[src/rtl/gate_pkg.sv]
// rtl/gate_pkg.sv - gate op encoding, sweep FSM states and the golden gate model
package gate_pkg;

  localparam logic [2:0] OP_AND  = 3'd0;
  localparam logic [2:0] OP_OR   = 3'd1;
  localparam logic [2:0] OP_XOR  = 3'd2;
  localparam logic [2:0] OP_NAND = 3'd3;
  localparam logic [2:0] OP_NOR  = 3'd4;
  localparam logic [2:0] OP_XNOR = 3'd5;
  localparam logic [2:0] OP_NOT  = 3'd6;
  localparam logic [2:0] OP_BUF  = 3'd7;

  typedef enum logic [2:0] {
    ST_IDLE,
    ST_DRIVE,
    ST_SETTLE,
    ST_SAMPLE,
    ST_DONE
  } sweep_state_t;

  function automatic logic gate_eval(input logic [2:0] op, input logic a, input logic b);
    case (op)
      OP_AND:  gate_eval = a & b;
      OP_OR:   gate_eval = a | b;
      OP_XOR:  gate_eval = a ^ b;
      OP_NAND: gate_eval = ~(a & b);
      OP_NOR:  gate_eval = ~(a | b);
      OP_XNOR: gate_eval = ~(a ^ b);
      OP_NOT:  gate_eval = ~a;
      default: gate_eval = a;
    endcase
  endfunction

endpackage

[src/rtl/gate_sweep_idx.sv]
// rtl/gate_sweep_idx.sv - op/vector index with priority search for the next enabled op
module gate_sweep_idx
  import gate_pkg::*;
(
  input  logic       clk,
  input  logic       rst,
  input  logic       load,
  input  logic [7:0] mask_in,
  input  logic       advance,
  output logic [2:0] cur_op,
  output logic [1:0] cur_vec,
  output logic       last,
  output logic       mask_zero
);

  logic [7:0] mask;
  logic [2:0] first_op;
  logic [2:0] next_op;
  logic       next_found;

  // Descending scans so the lowest qualifying index is the one left standing.
  always_comb begin
    first_op   = OP_AND;
    next_op    = cur_op;
    next_found = 1'b0;
    for (int i = 7; i >= 0; i--) begin
      if (mask_in[i]) first_op = 3'(i);
      if (mask[i] && (3'(i) > cur_op)) begin
        next_op    = 3'(i);
        next_found = 1'b1;
      end
    end
  end

  assign mask_zero = (mask_in == 8'h00);
  assign last      = (cur_vec == 2'd3) && !next_found;

  always_ff @(posedge clk or posedge rst) begin
    if (rst) begin
      mask    <= 8'h00;
      cur_op  <= OP_AND;
      cur_vec <= 2'd0;
    end else if (load) begin
      mask    <= mask_in;
      cur_op  <= first_op;
      cur_vec <= 2'd0;
    end else if (advance) begin
      if (cur_vec == 2'd3) begin
        cur_vec <= 2'd0;
        cur_op  <= next_op;
      end else begin
        cur_vec <= cur_vec + 2'd1;
      end
    end
  end

endmodule

[src/rtl/gate_sweep_ctrl.sv]
// rtl/gate_sweep_ctrl.sv - gate unit sweep sequencer; GATE_SWEEP_TRACE_EN adds first-mismatch capture
module gate_sweep_ctrl
  import gate_pkg::*;
#(
  parameter int SETTLE_CYCLES = 2
) (
  input  logic       clk,
  input  logic       rst,
  input  logic       start,
  input  logic       abort,
  input  logic [7:0] op_en,
  input  logic       O,
  output logic       I1,
  output logic       I2,
  output logic [2:0] op,
  output logic       busy,
  output logic       done,
  output logic [5:0] chk_cnt,
  output logic [5:0] err_cnt
`ifdef GATE_SWEEP_TRACE_EN
  ,
  output logic       fail_valid,
  output logic [2:0] fail_op,
  output logic       fail_I1,
  output logic       fail_I2
`endif
);

  localparam logic [3:0] SETTLE_LAST = 4'(SETTLE_CYCLES - 1);
  localparam logic [5:0] CNT_MAX     = 6'd32;

  sweep_state_t state, state_d;
  logic [3:0]   settle_cnt;
  logic [2:0]   cur_op;
  logic [1:0]   cur_vec;
  logic         last, mask_zero, accept, advance, mismatch;

  assign accept   = (state == ST_IDLE) && start && !abort;
  assign advance  = (state == ST_SAMPLE) && !abort;
  assign mismatch = (O != gate_eval(op, I1, I2));

  gate_sweep_idx u_idx (
    .clk       (clk),
    .rst       (rst),
    .load      (accept),
    .mask_in   (op_en),
    .advance   (advance),
    .cur_op    (cur_op),
    .cur_vec   (cur_vec),
    .last      (last),
    .mask_zero (mask_zero)
  );

  always_ff @(posedge clk or posedge rst) begin
    if (rst) state <= ST_IDLE;
    else     state <= state_d;
  end

  always_comb begin
    state_d = state;
    case (state)
      ST_IDLE:   if (start) state_d = mask_zero ? ST_DONE : ST_DRIVE;
      ST_DRIVE:  state_d = ST_SETTLE;
      ST_SETTLE: if (settle_cnt == SETTLE_LAST) state_d = ST_SAMPLE;
      ST_SAMPLE: state_d = last ? ST_DONE : ST_DRIVE;
      ST_DONE:   state_d = ST_IDLE;
      default:   state_d = ST_IDLE;
    endcase
    if (abort) state_d = ST_IDLE;
  end

  always_ff @(posedge clk or posedge rst) begin
    if (rst) begin
      I1         <= 1'b0;
      I2         <= 1'b0;
      op         <= OP_AND;
      busy       <= 1'b0;
      done       <= 1'b0;
      chk_cnt    <= 6'd0;
      err_cnt    <= 6'd0;
      settle_cnt <= 4'd0;
`ifdef GATE_SWEEP_TRACE_EN
      fail_valid <= 1'b0;
      fail_op    <= OP_AND;
      fail_I1    <= 1'b0;
      fail_I2    <= 1'b0;
`endif
    end else if (abort) begin
      I1   <= 1'b0;
      I2   <= 1'b0;
      op   <= OP_AND;
      busy <= 1'b0;
      done <= 1'b0;
    end else begin
      done <= (state == ST_DONE);
      case (state)
        ST_IDLE: if (start) begin
          chk_cnt <= 6'd0;
          err_cnt <= 6'd0;
          busy    <= !mask_zero;
`ifdef GATE_SWEEP_TRACE_EN
          fail_valid <= 1'b0;
          fail_op    <= OP_AND;
          fail_I1    <= 1'b0;
          fail_I2    <= 1'b0;
`endif
        end
        ST_DRIVE: begin
          op         <= cur_op;
          I1         <= cur_vec[1];
          I2         <= cur_vec[0];
          settle_cnt <= 4'd0;
        end
        ST_SETTLE: settle_cnt <= settle_cnt + 4'd1;
        ST_SAMPLE: begin
          if (chk_cnt != CNT_MAX) chk_cnt <= chk_cnt + 6'd1;
          if (mismatch && (err_cnt != CNT_MAX)) err_cnt <= err_cnt + 6'd1;
`ifdef GATE_SWEEP_TRACE_EN
          if (mismatch && !fail_valid) begin
            fail_valid <= 1'b1;
            fail_op    <= op;
            fail_I1    <= I1;
            fail_I2    <= I2;
          end
`endif
        end
        ST_DONE: busy <= 1'b0;
        default: ;
      endcase
    end
  end

endmodule

[config.mk]
export PLATFORM = sky130hd
export DESIGN_NAME = gate_sweep_ctrl
export DESIGN_NICKNAME = d
export VERILOG_FILES = /design/src/rtl/gate_pkg.sv /design/src/rtl/gate_sweep_idx.sv /design/src/rtl/gate_sweep_ctrl.sv
export SDC_FILE = /design/constraint.sdc
export NUM_CORES = 1
export LEC_CHECK = 0
export BUFFER_PORTS_ARGS = -buffer_cell sky130_fd_sc_hd__buf_2
export CAP_MARGIN = 40
export CORE_MARGIN = 4
export CORE_UTILIZATION = 51
export CTS_CLUSTER_DIAMETER = 200
export DETAILED_ROUTE_END_ITERATION = 6
export GPL_ROUTABILITY_DRIVEN = 1
export PLACE_DENSITY = 0.84
export SYNTH_ARGS = -nofsm -noshare
export SYNTH_HDL_FRONTEND = slang
export SYNTH_HIERARCHICAL = 1
export SYNTH_SLANG_ARGS = --single-unit
[constraint.sdc]
create_clock -name clk -period 2.3 [get_ports clk]
set_clock_uncertainty 0.15 [all_clocks]
set_input_delay 0.46 -clock clk [delete_from_list [all_inputs] [get_ports clk]]
set_output_delay 0.46 -clock clk [all_outputs]
set_load 0.005 [all_outputs]
==> impl_results.md, run 1 <==
- Global-route wire length before repair: 8066 um
- Final setup vio count: 0
- Vias in the first global route: 1759
- Final wirelength: 4953 um
- Reg2reg path depth: 7
- CTS sink count: 38
- Max Slew Vio Count: 0
- Post-Synth Simple-Gate Area: 0.1857
- Cts hold-fix bufs: 0
- Sequential share of the synthesized area: 0.4213
- Clock root buffer: clkbuf_8
- Post-synthesis async set-or-reset flop share: 1.000
- Synth Area in Compound Gates: 0.1541
- Fin nets: ~310
- Die Area: 5554 um2
- RSZ-0062 raised after global routing: yes
- Critical Setup Path Class: register to register
- Layout cell share with drive strength beyond 1: 0.2676
- Drt drc: 0
- Critical-path top delay cell: mux4_2
- Synth-to-Final Area Change: 17.85%
- Cell Rows: 23
- Post-synth EDFFs: 0
- Critical Path AT: 2280 ps
- Mean post-synth cell area: 9.444 um2
- Avg WL per Cell: 14.83 um
- Post-synthesis mux area share: 0.1142
- Global route overflow: 0
- Ys Warns: 6
- Slew at the pin closest to its max-slew limit: 582.1 ps
- DP Area: between 2000 and 3000 um2
- Max IR drop VDD: 0.6061 mV
- Required @ worst endpoint: 2360 ps
- Die H: 74.53 um
- Fmax: 450.3 MHz
- Worst hold path class: primary input to asynchronous set/reset pin
- Core area: 4144 um2
- Pre-antenna DRT Iters: 4
- Via count: roughly 1900
- CP Launch Type: register
- Max FO, Critical Path: 5
- Setup ws final: 79.04 ps
- Crit-path cells: inv_1 > ha_4 > mux2_4 > mux4_2 > mux2i_4 > a41oi_1 > a31oi_1
- Dpl hpwl: between 3000 and 4000 um
- Largest net degree at the start of global routing: 27
- Deepest clock path buffer count: 2
- Finished Cell Area: 2660 um2
- Dpl ws: 2.568 ps
- Largest family of logic cells by synthesized area: simple AND/OR/NAND/NOR gates
- Slew headroom: 0.6064
- Post-Synth XOR/XNOR Area: 0.02716
- Hold WS: 21.54 ps
- Dominant synthesized flop cell: dfrtp_1
- Clk_lat worst skew: 290 ps
- Die X: about 75 um
- Syn Inst Count: 239
- Max_cap viols: 0
- Cell variety after synth: 48
- N_diodes: 0
- Number of port buffers: 31
- H-tree levels: 2
- Post-DR vias/cell: approximately 5.8
- Status: finished, final reports clean
- Reg clk slew, reported paths: 80 ps
- Initial antenna violation count: 0
- Post-Syn Area: 2257 um2
- Biggest cell delay along the critical path: 520 ps
- Ports: 32
- Pwr Total: 2.451 mW
- GRT Total Usage: 0.1896
- Adder-cell share of the synthesized area: 0.04989
- Worst Setup End Kind: register
- Final-report hold violation count: 0
- Leakage: 1.256 nW
- Initial core utilization: 0.5447
- Post-route ant nets: 0
- Crit share post-route: 0.9656
- Period minus WS final: 2221 ps
- DR iter-0 viols: 173
- Syn_nets: around 260
- Total CTS buffers: 5
- FF+latch count, synth: 38
- CTS tree: yes
- Gp weighted congestion: 0.8018
- Power per Cell Area: 921.5 nW/um2
==> metal layers <==
metal  global-route usage  vias to the layer above  part of all wire
li1                     -                      926                 -
met1               0.2400                      935              0.45
met2               0.3200                       56              0.49
met3              0.03108                        5             0.054
met4              0.08103                        0             0.012
met5                    0                        -                 0
==> registers in the layout (all words and copies together), names as in the netlist, 2 cells and up <==
name,flops
u_idx/cur_op,3
chk_cnt,6
err_cnt,6
u_idx/mask,7
settle_cnt,4
op,3
state,3
u_idx/cur_vec,2
==> cell families (layout without fill, tap and decap cells) <==
kind of cell	count (synthesis)	after routing
AO/OA/AOI/OAI	55	55
XOR/XNOR	7	7
adder cells (fa/ha/maj)	9	9
buffers and inverters	26	71
flip-flops	38	38
multiplexers	21	21
AND/OR/NAND/NOR	83	83
==> metrics by stage <==
step	TNS [ps]	util	instances
2_1_floorplan	0	-	239
3_5_place_dp	0	0.6093	324
3_3_place_gp	0	0.6093	324
4_1_cts	0	0.6341	333
6_report	0	0.6419	334
5_1_grt	-55.39	0.6419	334
==> layout make-up <==
class | instances | area [um2]
fillers | 367 | 1484
multi-input cells | 175 | 1224
flip-flops and latches | 38 | 950.9
repair buffers | 45 | 260.3
clock buffers | 6 | 82.58
inverters | 18 | 67.56
well taps | 50 | 62.56
clock inverters | 2 | 12.51
==> what timing repair did <==
action / CTS / global route
buffers inserted: 1 / 1
gates resized for setup: 0 / 5
endpoints found under the setup margin: 1 / 6
pin swaps: 0 / 1
gates cloned: 0 / 0
==> worst paths after layout <==
path                                            from                        end  slack, ps
hold reg to reg            u_idx/mask[3]$_DFFE_PP0P_  u_idx/mask[3]$_DFFE_PP0P_        390
setup / recovery                      I2$_DFFE_PP0P_     err_cnt[5]$_DFFE_PP0P_         80
max in group asynchronous                        rst  u_idx/mask[1]$_DFFE_PP0P_       1660
setup reg to reg                      I2$_DFFE_PP0P_     err_cnt[5]$_DFFE_PP0P_         80
hold / removal                                   rst  u_idx/mask[4]$_DFFE_PP0P_         20
min in group clk                            op_en[3]  u_idx/mask[3]$_DFFE_PP0P_        270
==> cells in the mapped netlist, drive strengths merged, types with 2 or more instances <==
cell type | n | area, um2
ha | 9 | 112.6
o21a | 3 | 22.52
xor2 | 5 | 43.79
nor4 | 3 | 18.77
mux2i | 11 | 122.6
o21ai | 13 | 68.82
nor3b | 5 | 47.54
mux2 | 9 | 112.6
and3 | 3 | 18.77
dfrtp | 38 | 950.9
nand3 | 4 | 20.02
inv | 18 | 67.56
a41oi | 2 | 17.52
buf | 4 | 25.02
nand3b | 2 | 15.01
nor2b | 2 | 12.51
nand2 | 17 | 63.81
nor3 | 5 | 25.02
a21oi | 20 | 100.1
nor2 | 30 | 112.6
a31oi | 5 | 31.28
nor4b | 2 | 17.52
o31ai | 2 | 15.01
nand4 | 3 | 18.77
nand2b | 3 | 18.77
clkbuf | 4 | 15.01
xnor2 | 2 | 17.52
==> worst max-delay path: cells and delay by family (launching register included) <==
family / cells / cell delay, ps
mux: 3 / 1040
flops: 1 / 380
compound gates: 2 / 320
fa+ha+maj: 1 / 170
buf+inv: 1 / 100
==> layout by cell type, fill, tap and decap left out, types with 5 or more instances in the layout <==
master	count
a21oi_1	20
a31oi_1	5
buf_2	31
buf_4	14
clkbuf_8	6
dfrtp_1	38
ha_1	7
inv_1	17
mux2_2	6
mux2i_1	10
nand2_1	17
nor2_1	29
nor3_1	5
o21ai_0	11
xor2_1	5
==> power by group <==
group,internal (mW),switching [mW]
Combinational,0.473,0.438
Sequential,0.835,0.219
Clock,0.241,0.245
Total,1.55,0.902
Power figures use the tool's default switching activity.
==> run 2: changes to the inputs <==
==> constraint.sdc (replaced) <==
create_clock -name clk -period 2.3 [get_ports clk]
set_clock_uncertainty 0.15 [all_clocks]
set_input_delay 0 -clock clk [delete_from_list [all_inputs] [get_ports clk]]
set_output_delay 0 -clock clk [all_outputs]
set_load 0.005 [all_outputs]
==> run 2 against run 1 <==
  * Sequential power about the same
  * Non-clock buffer count up 8
  * Final area grew 3.2%
  * Total power rose by 0.55%
  * Register-to-register slack better by 20 ps
  * Die area is the same
  * Largest power group unchanged
  * Fmax rose by 0.73%
  * Worst setup slack improved by 16 ps
  * Combinational power up 2%
  * Utilization is 2.1 points higher
  * First-iteration DRC count down 12%
  * Worst hold slack gained 4.7 ps
==> impl_results.md, run 2 (synthesis gave the netlist of run 1 again) <==
- Status: finished, final reports clean (unchanged)
- Int Pwr: 1.564 mW (was 1.549 mW)
- Pwr Total: 2.465 mW (was 2.451 mW)
- Die Area: 5554 um2 (unchanged)
- Biggest regs: u_idx/mask x7, chk_cnt x6, err_cnt x6 (unchanged)
- Ports: 32 (unchanged)
- Critical-path top delay cell: mux4_2 (unchanged)
- Most frequent cells in the layout: dfrtp_1 (38), buf_2 (31), nor2_1 (29) (unchanged)
- Dpl hpwl: 3542 um (was 3615 um)
- CTS tree: yes (unchanged)
- Biggest cell delay along the critical path: 550 ps (was 520 ps)
- Finished Cell Area: 2745 um2 (was 2660 um2)
- Worst hold path class: primary input to register (was primary input to asynchronous set/reset pin)
- Combinational Power Share: 0.376 (was 0.372)
- Global route overflow: 0 (unchanged)
- Reg clk slew, reported paths: 80 ps (about the same)
- Deepest clock path buffer count: 2 (unchanged)
- Largest net degree at the start of global routing: 27 (unchanged)
- Total net switching power: 0.9009 mW (was 0.9021 mW)
- Register bank with the most flops: u_idx/mask (unchanged)
- Cell Rows: 23 (unchanged)
- Total CTS buffers: 5 (unchanged)
- Via count: 1976 (was 1922)
- Clk_lat worst skew: 290 ps (about the same)
- Pre-antenna DRT Iters: 4 (unchanged)
- Avg WL per Cell: 14.85 um (was 14.83 um)
- Fmax: 453.5 MHz (was 450.3 MHz)
- # fillers: 336 (was 367)
- Core area: 4144 um2 (unchanged)
- CTS sink count: 38 (unchanged)
- Layout cell share with drive strength beyond 1: 0.2534 (was 0.2676)
- Slew at the pin closest to its max-slew limit: 621.2 ps (was 582.1 ps)
- Max Slew Vio Count: 0 (unchanged)
- Commonest non-fill, non-tap cell in the layout: dfrtp_1 (unchanged)
- Synth-to-Final Area Change: 21.62% (was 17.85%)
- Worst Setup End Kind: register (unchanged)
- GRT Total Usage: 0.1923 (was 0.1896)
- N_diodes: 0 (unchanged)
- Switching share of total power: 0.3655 (was 0.3680)
- Clock power share: 0.192 (was 0.198)
- Critical Path AT: 2260 ps (was 2280 ps)
- Post-route ant nets: 0 (unchanged)
- DP Area: 2510 um2 (was 2525 um2)
- Required @ worst endpoint: 2360 ps (about the same)
- Post-DR vias/cell: 5.778 (was 5.754)
- RSZ-0062 raised after global routing: yes (unchanged)
- Bufs and invs on worst path: 1 (unchanged)
- Crit share post-route: 0.9587 (was 0.9656)
- Max FO, Critical Path: 6 (was 5)
- Power per Cell Area: 897.9 nW/um2 (was 921.5 nW/um2)
- Max reg flops: 7 (unchanged)
- Slew headroom: 0.5841 (was 0.6064)
- Number of port buffers: 31 (unchanged)
- Largest delay share family, worst path: multiplexers (unchanged)
- Final wirelength: 5078 um (was 4953 um)
- Crit-path cells: inv_2 > ha_4 > nor2_2 > a21oi_1 > mux4_2 > mux2i_2 > o21ai_4 > a31oi_1 (was inv_1 > ha_4 > mux2_4 > mux4_2 > mux2i_4 > a41oi_1 > a31oi_1)
- Die H: 74.53 um (unchanged)
- Die X: 74.53 um (unchanged)
- Drt drc: 0 (unchanged)
- Final setup vio count: 0 (unchanged)
- Global-route wire length before repair: 8217 um (was 8066 um)
- Leakage: 1.285 nW (was 1.256 nW)
- DR iter-0 viols: 152 (was 173)
- Max_cap viols: 0 (unchanged)
- Flop pwr share: 0.432 (was 0.430)
- CP Launch Type: register (unchanged)
- Final-report hold violation count: 0 (unchanged)
- Max IR drop VDD: 0.5521 mV (was 0.6061 mV)
- Period minus WS final: 2205 ps (was 2221 ps)
- H-tree levels: 2 (unchanged)
- Clock root buffer: clkbuf_8 (unchanged)
- Critical Setup Path Class: register to register (unchanged)
- Initial antenna violation count: 0 (unchanged)
- Fin nets: 313 (was 305)
- Gp weighted congestion: 0.8207 (was 0.8018)
- Vias in the first global route: 1820 (was 1759)
- Initial core utilization: 0.5447 (unchanged)
[run 2: through the flow]
stage                     utilization  setup WS (ps)  std cells  hold WS, ps  setup TNS (ps)
after floorplan                     -          127.8        239       -285.3               0
after global routing           0.6624         -12.47        342        49.34          -12.47
after detailed placement       0.6057          54.55        322       -97.82               0
final                          0.6624          95.06        342        26.24               0
after global placement         0.6057          116.2        322       -112.1               0
after CTS                      0.6519          36.21        340        21.62               0
[run 2: per-layer routing]
metal / vias up / wire, um / global-route usage
met2: 59 / 2639 / 0.3366
met4: 0 / 39 / 0.06324
met5: - / 0 / 0
met3: 6 / 273 / 0.04324
li1: 946 / - / -
met1: 965 / 2126 / 0.2337
[run 2: final timing paths]
| kind | cells past startpoint | endpoint | slack, ps | startpoint |
|---|---|---|---|---|
| max | 8 | err_cnt[4]$_DFFE_PP0P_ | 100 | I2$_DFFE_PP0P_ |
| min | 4 | busy$_DFFE_PP0P_ | 30 | start |
| max reg2reg | 8 | err_cnt[4]$_DFFE_PP0P_ | 100 | I2$_DFFE_PP0P_ |
| min reg2reg | 1 | err_cnt[5]$_DFFE_PP0P_ | 370 | err_cnt[5]$_DFFE_PP0P_ |
| max in group asynchronous | 3 | u_idx/cur_vec[1]$_DFFE_PP0P_ | 1560 | rst |
| min in group asynchronous | 3 | u_idx/mask[4]$_DFFE_PP0P_ | 130 | rst |
[run 2: tightest hold or removal path: stages]
cell	delay [ps]
buf_2	130
mux2i_1	140
o21a_1	130
nor2_1	40
[run 2: power groups by stage]
stage / Combinational, mW / Sequential, mW / Clock (mW)
after floorplan: 0.702 / 0.995 / 0
after global placement: 0.861 / 1.06 / 0
after CTS: 0.909 / 1.06 / 0.489
after global routing: 1.02 / 1.10 / 0.517
after detailed placement: 0.887 / 1.07 / 0
final: 0.928 / 1.06 / 0.472
[run 2: timing repair]
action / CTS / global route
endpoints found under the hold margin: 56 / 0
buffers inserted: 0 / 2
resized for setup: 0 / 8
setup endpoints to repair: 0 / 6
hold buffers: 10 / 0
[run 2: final cells by class]
cell class | instances | area, um2 | share of cell area
multi-input cells | 175 | 1227 | 0.4471
flip-flops and latches | 38 | 950.9 | 0.3464
repair buffers | 53 | 345.3 | 0.1258
clock buffers | 7 | 86.33 | 0.03145
inverters | 18 | 67.56 | 0.02461
well taps | 50 | 62.56 | 0.02279
clock inverters | 1 | 5.005 | 0.001823
